$ cat config.mk
export PLATFORM = sky130hd
export DESIGN_NAME = instr_loader
export DESIGN_NICKNAME = d
export VERILOG_FILES = /design/src/rtl/instr_loader.sv
export SDC_FILE = /design/constraint.sdc
export NUM_CORES = 1
export LEC_CHECK = 0
export ABC_AREA = 1
export ABC_CLOCK_PERIOD_IN_PS = 2900
export CAP_MARGIN = 25
export CORE_MARGIN = 1.5
export CORE_UTILIZATION = 60
export DETAILED_ROUTE_END_ITERATION = 12
export DONT_BUFFER_PORTS = 1
export GPL_ROUTABILITY_DRIVEN = 0
export GPL_TIMING_DRIVEN = 0
export PLACE_DENSITY_LB_ADDON = 0.2
export SYNTH_ARGS = -nofsm -noshare
export SYNTH_HDL_FRONTEND = slang
export SYNTH_SLANG_ARGS = --single-unit
export TNS_END_PERCENT = 10
$ cat constraint.sdc
create_clock -name clk -period 2.9 [get_ports clk]
set_input_delay 0.145 -clock clk [delete_from_list [all_inputs] [get_ports clk]]
set_output_delay 0.145 -clock clk [all_outputs]
set_load 0.01 [all_outputs]
$ cat src/rtl/instr_loader.sv
// rtl/instr_loader.sv - packs decoded instruction fields into 9-bit words and writes them to instruction memory
module instr_loader #(
    parameter int ADDR_W = 8,
    parameter int DEPTH  = 4
) (
    input  logic              clk,
    input  logic              init,
    input  logic              start,
    input  logic              abort,
    input  logic [ADDR_W-1:0] base_addr,
    input  logic [ADDR_W-1:0] word_count,
    input  logic              in_valid,
    output logic              in_ready,
    input  logic [2:0]        in_op,
    input  logic [2:0]        in_ra,
    input  logic [2:0]        in_rb,
    input  logic [5:0]        in_imm,
    output logic              im_we,
    output logic [ADDR_W-1:0] im_addr,
    output logic [8:0]        im_wdata,
    input  logic              im_ack,
    output logic              busy,
    output logic              done,
    output logic [ADDR_W-1:0] loaded
);

    localparam int PTR_W = $clog2(DEPTH);
    localparam int CNT_W = PTR_W + 1;

    typedef enum logic [1:0] {S_IDLE, S_LOAD, S_DRAIN, S_DONE} state_t;

    state_t            state_q, state_d;
    logic [ADDR_W-1:0] addr_q, addr_d;
    logic [ADDR_W-1:0] total_q, total_d;
    logic [ADDR_W-1:0] acc_q, acc_d;
    logic [ADDR_W-1:0] loaded_q, loaded_d;
    logic [PTR_W-1:0]  wr_ptr_q, wr_ptr_d;
    logic [PTR_W-1:0]  rd_ptr_q, rd_ptr_d;
    logic [CNT_W-1:0]  fill_q, fill_d;
    logic [8:0]        mem_q [DEPTH];

    logic       active, fifo_full, fifo_empty;
    logic       push, pop, flush, ready_c, we_c;
    logic [8:0] enc;

    // Branches carry a 6-bit offset in place of both register fields.
    assign enc = (in_op == 3'b111) ? {3'b111, in_imm} : {in_op, in_ra, in_rb};

    assign active     = (state_q == S_LOAD) || (state_q == S_DRAIN);
    assign fifo_full  = (fill_q == CNT_W'(DEPTH));
    assign fifo_empty = (fill_q == '0);

    always_comb begin
        state_d  = state_q;
        addr_d   = addr_q;
        total_d  = total_q;
        acc_d    = acc_q;
        loaded_d = loaded_q;
        ready_c  = 1'b0;
        we_c     = 1'b0;
        push     = 1'b0;
        pop      = 1'b0;
        flush    = 1'b0;

        case (state_q)
            S_IDLE: begin
                if (start) begin
                    addr_d   = base_addr;
                    total_d  = word_count;
                    acc_d    = '0;
                    loaded_d = '0;
                    flush    = 1'b1;
                    state_d  = (word_count == '0) ? S_DONE : S_LOAD;
                end
            end
            S_LOAD:  ready_c = !fifo_full && (acc_q < total_q);
            S_DRAIN: ready_c = 1'b0;
            S_DONE:  state_d = S_IDLE;
            default: state_d = S_IDLE;
        endcase

        if (active) begin
            we_c = !fifo_empty;
            pop  = we_c && im_ack;
            push = in_valid && ready_c;
            if (pop) begin
                addr_d   = addr_q + ADDR_W'(1);
                loaded_d = loaded_q + ADDR_W'(1);
            end
            if (push) begin
                acc_d = acc_q + ADDR_W'(1);
            end
            if (state_q == S_LOAD && acc_d == total_q) begin
                state_d = S_DRAIN;
            end
            if (state_q == S_DRAIN && loaded_d == total_q) begin
                state_d = S_DONE;
            end
            // An ack in the abort cycle still counts: the memory did take that word.
            if (abort) begin
                state_d = S_IDLE;
                flush   = 1'b1;
                push    = 1'b0;
            end
        end

        if (flush) begin
            wr_ptr_d = '0;
            rd_ptr_d = '0;
            fill_d   = '0;
        end else begin
            wr_ptr_d = wr_ptr_q + PTR_W'(push);
            rd_ptr_d = rd_ptr_q + PTR_W'(pop);
            fill_d   = fill_q + CNT_W'(push) - CNT_W'(pop);
        end
    end

    always_ff @(posedge clk or posedge init) begin
        if (init) begin
            state_q  <= S_IDLE;
            addr_q   <= '0;
            total_q  <= '0;
            acc_q    <= '0;
            loaded_q <= '0;
            wr_ptr_q <= '0;
            rd_ptr_q <= '0;
            fill_q   <= '0;
            for (int i = 0; i < DEPTH; i++) begin
                mem_q[i] <= '0;
            end
        end else begin
            state_q  <= state_d;
            addr_q   <= addr_d;
            total_q  <= total_d;
            acc_q    <= acc_d;
            loaded_q <= loaded_d;
            wr_ptr_q <= wr_ptr_d;
            rd_ptr_q <= rd_ptr_d;
            fill_q   <= fill_d;
            if (push) begin
                mem_q[wr_ptr_q] <= enc;
            end
        end
    end

    assign in_ready = ready_c;
    assign im_we    = we_c;
    assign im_addr  = addr_q;
    assign im_wdata = we_c ? mem_q[rd_ptr_q] : 9'd0;
    assign busy     = active;
    assign done     = (state_q == S_DONE);
    assign loaded   = loaded_q;

endmodule

==> results of run 1 <==
[per-layer routing]
| metal | vias to the layer above | global-route usage, % | routed length, um |
|---|---|---|---|
| li1 | 2093 | - | - |
| met1 | 2096 | 40.2 | 5360 |
| met2 | 196 | 47.0 | 5890 |
| met3 | 35 | 5.31 | 828 |
| met4 | 0 | 11.7 | 265 |
| met5 | - | 0 | 0 |
[repair_timing]
action / 4_1_cts / 5_1_grt
hold endpoints to repair: 98 / 1
buffers inserted: 1 / 9
pin swaps: 0 / 2
hold buffers: 16 / 1
endpoints found under the setup margin: 2 / 2
gates resized for setup: 2 / 15
[cell usage in the layout, fill, tap and decap left out, types with 3 or more instances in the layout]
master / netlist / layout
nand3b_1: 3 / 3
ha_1: 18 / 16
o21ai_1: 4 / 4
a31oi_1: 5 / 4
nand3_1: 31 / 31
mux2_2: 7 / 7
buf_4: 1 / 11
inv_1: 87 / 83
o211ai_1: 9 / 9
inv_2: 4 / 6
xor2_1: 15 / 15
o22ai_1: 3 / 3
nor2_1: 39 / 37
o21ai_2: 8 / 8
clkbuf_8: 0 / 9
dfrtp_2: 0 / 3
a21oi_1: 23 / 22
nor3_4: 4 / 4
o21ai_0: 62 / 62
nand2_2: 3 / 3
nand2_1: 170 / 170
clkinv_2: 0 / 3
buf_6: 6 / 6
xnor2_1: 6 / 6
clkbuf_1: 11 / 12
nand4_1: 12 / 12
dfrtp_1: 77 / 74
dlygate4sd3_1: 0 / 17
[metrics by stage]
stage	cell area, um2	utilization, %	power, W
3_5_place_dp	4940	63.9	0.00378
2_1_floorplan	4780	-	0.00324
4_1_cts	5300	68.6	0.00465
6_report	5440	70.4	0.00488
5_1_grt	5440	70.4	0.00524
3_3_place_gp	4910	63.5	0.00366
[where the power goes]
group / switching (W) / internal (W)
sequential: 0.000313 / 0.00136
clock: 0.000421 / 0.000398
combinational: 0.00153 / 0.000850
total: 0.00227 / 0.00261
[kinds of logic after synthesis]
kind of cell | after synthesis | share of synthesized area (%)
fa+ha+maj | 19 | 5.13
buf+inv | 115 | 10.1
mux | 7 | 1.65
flops | 77 | 40.3
simple gates | 269 | 24.8
xor+xnor | 21 | 3.85
compound gates | 119 | 14.1
[Yosys cell counts, types with 4 or more instances]
cell,count
nand2_1,170
mux2_2,7
xor2_1,15
clkbuf_1,11
nand4_1,12
a21oi_1,23
ha_1,18
o21ai_2,8
o211ai_1,9
xnor2_1,6
nand3_1,31
buf_6,6
o21ai_1,4
a31oi_1,5
inv_2,4
nor3_4,4
inv_1,87
nor2_1,39
o21ai_0,62
dfrtp_1,77
[area by class of cell]
type | instances | area (um2) | share of cell area [%]
Clock inverter | 6 | 62.6 | 1.15
Timing Repair Buffer | 28 | 273 | 5.01
Sequential cell | 77 | 1930 | 35.5
Multi-Input combinational cell | 435 | 2430 | 44.6
Tap cell | 102 | 128 | 2.35
Inverter | 92 | 350 | 6.44
Clock buffer | 10 | 128 | 2.35
Buffer | 23 | 141 | 2.60
[flip-flops by register name, summed over array words and instances, names as in the netlist]
name	flops
loaded	8
rd_ptr_q	2
wr_ptr_q	2
fill_q	3
im_addr	8
mem_q	36
acc_q	8
total_q	8
state_q	2
[worst max-delay path, stage by stage (launching register included)]
cell,delay (ns)
dfrtp_2,0.45
ha_1,0.30
nand2_1,0.08
inv_1,0.04
nand2_1,0.06
nand2_1,0.06
nand2_1,0.06
nand2_1,0.07
nand2_2,0.11
nand3_4,0.11
inv_4,0.08
nand2_4,0.10
ha_1,0.32
inv_1,0.06
ha_1,0.14
inv_1,0.05
fa_1,0.37
xor2_1,0.16
nor2_1,0.05
[worst max-delay path by stage]
stage	depth (start not counted)	start	to	slack, ns
finish	18	acc_q[2]	fill_q[2]	0.11
floorplan	15	total_q[7]	fill_q[2]	0.30
CTS	13	state_q[1]	fill_q[2]	0.01
global placement	1	init	loaded[4]	-0.07
global route	18	acc_q[2]	fill_q[2]	-0.06
detailed placement	12	state_q[1]	fill_q[2]	-0.10
==> metrics.cfg, run 1 <==
[outcome]
outcome = finished, final reports clean

[finish]
n_fill_cell = 624
final_nets = 722
layout-drive-gt1-share_pct = 12.1
stdcell_count = 773
num_antenna_cells = 0
syn_to_final_growth_pct = 13.8

[setup_path]
worstSetupPathType = reg2reg
end_kind = flip-flop
r2r-end = fill_q[2]
rr_worst_depth = 18
cp.arrival_ns = 3.04
cp_max_fo = 6
r2r_slack_ns = 0.11
crit_required_ns = 3.15
reg2reg_from = acc_q[2]
critPathLaunchType = flip-flop

[cts]
cts_made_buffers = 9
root_buffer = clkbuf_8
clk_pin_slew_ns = 0.09
clock-sinks = 77
insertion_delay_ns = 0.36
cts_tree = done
cts_max_path_buffers = 2
cts_max_level = 3

[synthesis]
synth_edf_count = 0
ys_warn_count = 0
seq_area_frac_synth_pct = 40.3
ys.flop_type = dfrtp_1
synth_top_area_share_pct = 40.3
syn-num-nets = 683
syn_area_per_cell_um2 = 7.62
ys_ff_latch = 77
synthTopCellsByArea = dfrtp_1, nand2_1, inv_1
synthCells = 627
synth_area_leader_cell = dfrtp_1
ys_async_sr_fraction_pct = 100
synth_area_um2 = 4780
synth.distinct_cells = 37

[global_route]
antenna_found_initial = 0
grt_start_max_net_pins = 61
grt_pass1_vias = 4196
grt_pass1_wl_mm = 19.7
grt_usage_pct = 29.6
gr-total-overflow = 0

[floorplanning]
dieHeight_um = 92.2
ios = 66
dieArea_um2 = 8510
die_w_um = 92.2
coreArea_um2 = 7730
start_util_pct = 61.8
row_count = 32

[sta]
finalSetupTns_ns = 0
hold_violations = 0
setup_ws_ns = 0.106
finalSetupViolCount = 0
hold_slack_ns = 0.0155
fin_crit_ns = 2.79
worstMarginPinSlew_ns = 0.598
final.period_utilization_pct = 96.4
report.final.slew_viol_count = 0
fmax_ghz = 0.358
clock_skew_ns = 0.0151
max_slew_margin_pct = 60.1

[drt]
wl_mm = 12.3
first_pass_iters = 7
wl_per_cell_um = 16.0
ant_nets = 0
drt_iter0_markers = 299
viasPerCell = 5.72
post-route-drc-count = 0
vias = 4420

[power_and_ir_drop]
ir_drop_mv = 0.446
p_leak_nw = 2.66
power.density_nw_per_um2 = 897

[worst_hold_path]
holdCritStartpoint = base_addr[6]
holdPathEnd = im_addr[6]
min_path_cells = 4
hp-class = in2reg

[place]
hpwl_mm = 8.30
port_buffers = 0
dp.cells = 730
pre_cts_ws_ns = -0.101

[flow_run]
max_cap_viol_count = 0

Note: power is estimated with default switching activity, not from simulation.
==> inputs of run 2 (changes only) <==
==> constraint.sdc (replaced) <==
create_clock -name clk -period 2.9 [get_ports clk]
set_input_delay 0 -clock clk [delete_from_list [all_inputs] [get_ports clk]]
set_output_delay 0 -clock clk [all_outputs]
set_load 0.01 [all_outputs]
==> run 2 against run 1 <==
  * Final area is 3.3% higher
  * Final cell count is 2.3% higher
  * Clock skew shrank 0.0046 ns
  * Critical endpoint unchanged
  * Highest routed layer unchanged
  * Largest power group unchanged
  * Die area did not move
  * Worst setup slack better by 0.031 ns
  * Power grew 0.26%
  * Clock-buffer cell count is the same
  * Utilization rose by 2.3 points
==> metrics.cfg, run 2 (synthesized netlist as in run 1, its figures left out) <==
[finish]
stdcell_count = 791
final_nets = 740
layout-drive-gt1-share_pct = 11.8
final_util_pct = 72.7
regMostFlops = mem_q
largest_reg_flops = 36
n_fill_cell = 588
syn_to_final_growth_pct = 17.6
layout_commonest_cell = nand2_1
final_cell_mix = nand2_1, inv_1, dfrtp_1
num_antenna_cells = 0

[drt]
first_pass_iters = 5
drt_iter0_markers = 276
ant_nets = 0
wl_mm = 12.4
post-route-drc-count = 0
wl_per_cell_um = 15.7
viasPerCell = 5.70
vias = 4511

[global_route]
grt_pass1_vias = 4324
gr-total-overflow = 0
antenna_found_initial = 0
grt_start_max_net_pins = 61
grt_usage_pct = 30.1
grt_pass1_wl_mm = 20.1

[place]
dp.cells = 730
port_buffers = 0
hpwl_mm = 8.30
pre_cts_ws_ns = -0.101

[setup_path]
cp.arrival_ns = 3.01
slowest_stage = dfrtp_2
worstSetupPathType = reg2reg
cp_common_cell = nand2_1
path_cells = ha_1 > nand2_1 > inv_1 > nand2_1 > nand2_1 > nand2_1 > nand2_1 > nand2_2 > nand3_4 > inv_4 > nand2_4 > ha_1 > inv_1 > ha_1 > inv_1 > fa_1 > xor2_1 > nor2_1
cp_max_fo = 6
critPathLaunchType = flip-flop
slowest_delay_ns = 0.45
crit_required_ns = 3.15
end_kind = flip-flop

[sta]
hold_violations = 0
fin_crit_ns = 2.76
finalSetupTns_ns = 0
worstMarginPinSlew_ns = 0.584
finalSetupViolCount = 0
report.final.slew_viol_count = 0
final.period_utilization_pct = 95.3
clock_skew_ns = 0.0105
max_slew_margin_pct = 61.0
fmax_ghz = 0.362
setup_ws_ns = 0.137

[floorplanning]
dieArea_um2 = 8510
row_count = 32
dieHeight_um = 92.2
start_util_pct = 61.8
ios = 66
die_w_um = 92.2
coreArea_um2 = 7730

[power_and_ir_drop]
p_leak_nw = 2.73
power.density_nw_per_um2 = 870
ir_drop_mv = 0.451

[cts]
cts_tree = done
root_buffer = clkbuf_8
clk_pin_slew_ns = 0.08
cts_max_path_buffers = 2
clock-sinks = 77
insertion_delay_ns = 0.36
cts_made_buffers = 9
cts_max_level = 3

[flow_run]
max_cap_viol_count = 0

[worst_hold_path]
hp-class = in2reg

[outcome]
outcome = finished, final reports clean

## run 2: cell count changes in the layout (fill, tap and decap cells not counted)
cell | before | now
dlygate4sd3_1 | 17 | 35
## run 2: per-stage QoR
stage          total power, W  instance area [um2]  hold WS [ns]
2_1_floorplan         0.00324                 4780         0.121
3_3_place_gp          0.00366                 4910         0.126
3_5_place_dp          0.00378                 4940        -0.161
4_1_cts               0.00468                 5490        0.0209
5_1_grt               0.00526                 5620        0.0499
6_report              0.00489                 5620        0.0318
## run 2: report_power, final
part / switching (W) / leakage (nW) / internal [W]
sequential: 0.000315 / 0.944 / 0.00136
clock: 0.000416 / 0.100 / 0.000398
combinational: 0.00153 / 1.69 / 0.000872
## run 2: metal layers
layer | up-vias | global-route usage (%) | wire, um
met3 | 32 | 5.47 | 864
met4 | 0 | 12.3 | 290
met2 | 196 | 48.1 | 5950
li1 | 2137 | - | -
met5 | - | 0 | 0
met1 | 2146 | 40.5 | 5320
## run 2: final timing paths
check | startpoint | endpoint | slack (ns) | cells after the start
max in group asynchronous | init | total_q[7] | 2.24 | 3
worst min-delay path | start | acc_q[6] | 0.03 | 3
worst min register to register | mem_q[27] | mem_q[27] | 0.48 | 2
min in group asynchronous | init | im_addr[1] | 0.06 | 2
worst max register to register | acc_q[2] | fill_q[2] | 0.14 | 18
worst max-delay path | acc_q[2] | fill_q[2] | 0.14 | 18
## run 2: repair_timing
| action | CTS | global route |
|---|---|---|
| pin swaps | 0 | 2 |
| gates resized for setup | 2 | 15 |
| buffers inserted | 1 | 9 |
| hold endpoints to repair | 138 | 0 |
| hold buffers | 35 | 0 |
| gates cloned | 0 | 0 |
| setup endpoints to repair | 2 | 2 |
## run 2: cell type report
class	instances	area (um2)	area share, %
multi-input cells	435	2430	43.2
well taps	102	128	2.27
clock inverters	6	62.6	1.11
plain buffers	23	141	2.52
repair buffers	46	453	8.06
inverters	92	350	6.23
clock buffers	10	128	2.27
flip-flops and latches	77	1930	34.4
## run 2: critical path, delay by kind of cell (launching register included)
kind	cells	cell delay (ns)
adders and majority gates	4	1.13
and+or+nand+nor	9	0.68
DFF	1	0.45
buffers and inverters	4	0.22
xor gates and xnor gates	1	0.16
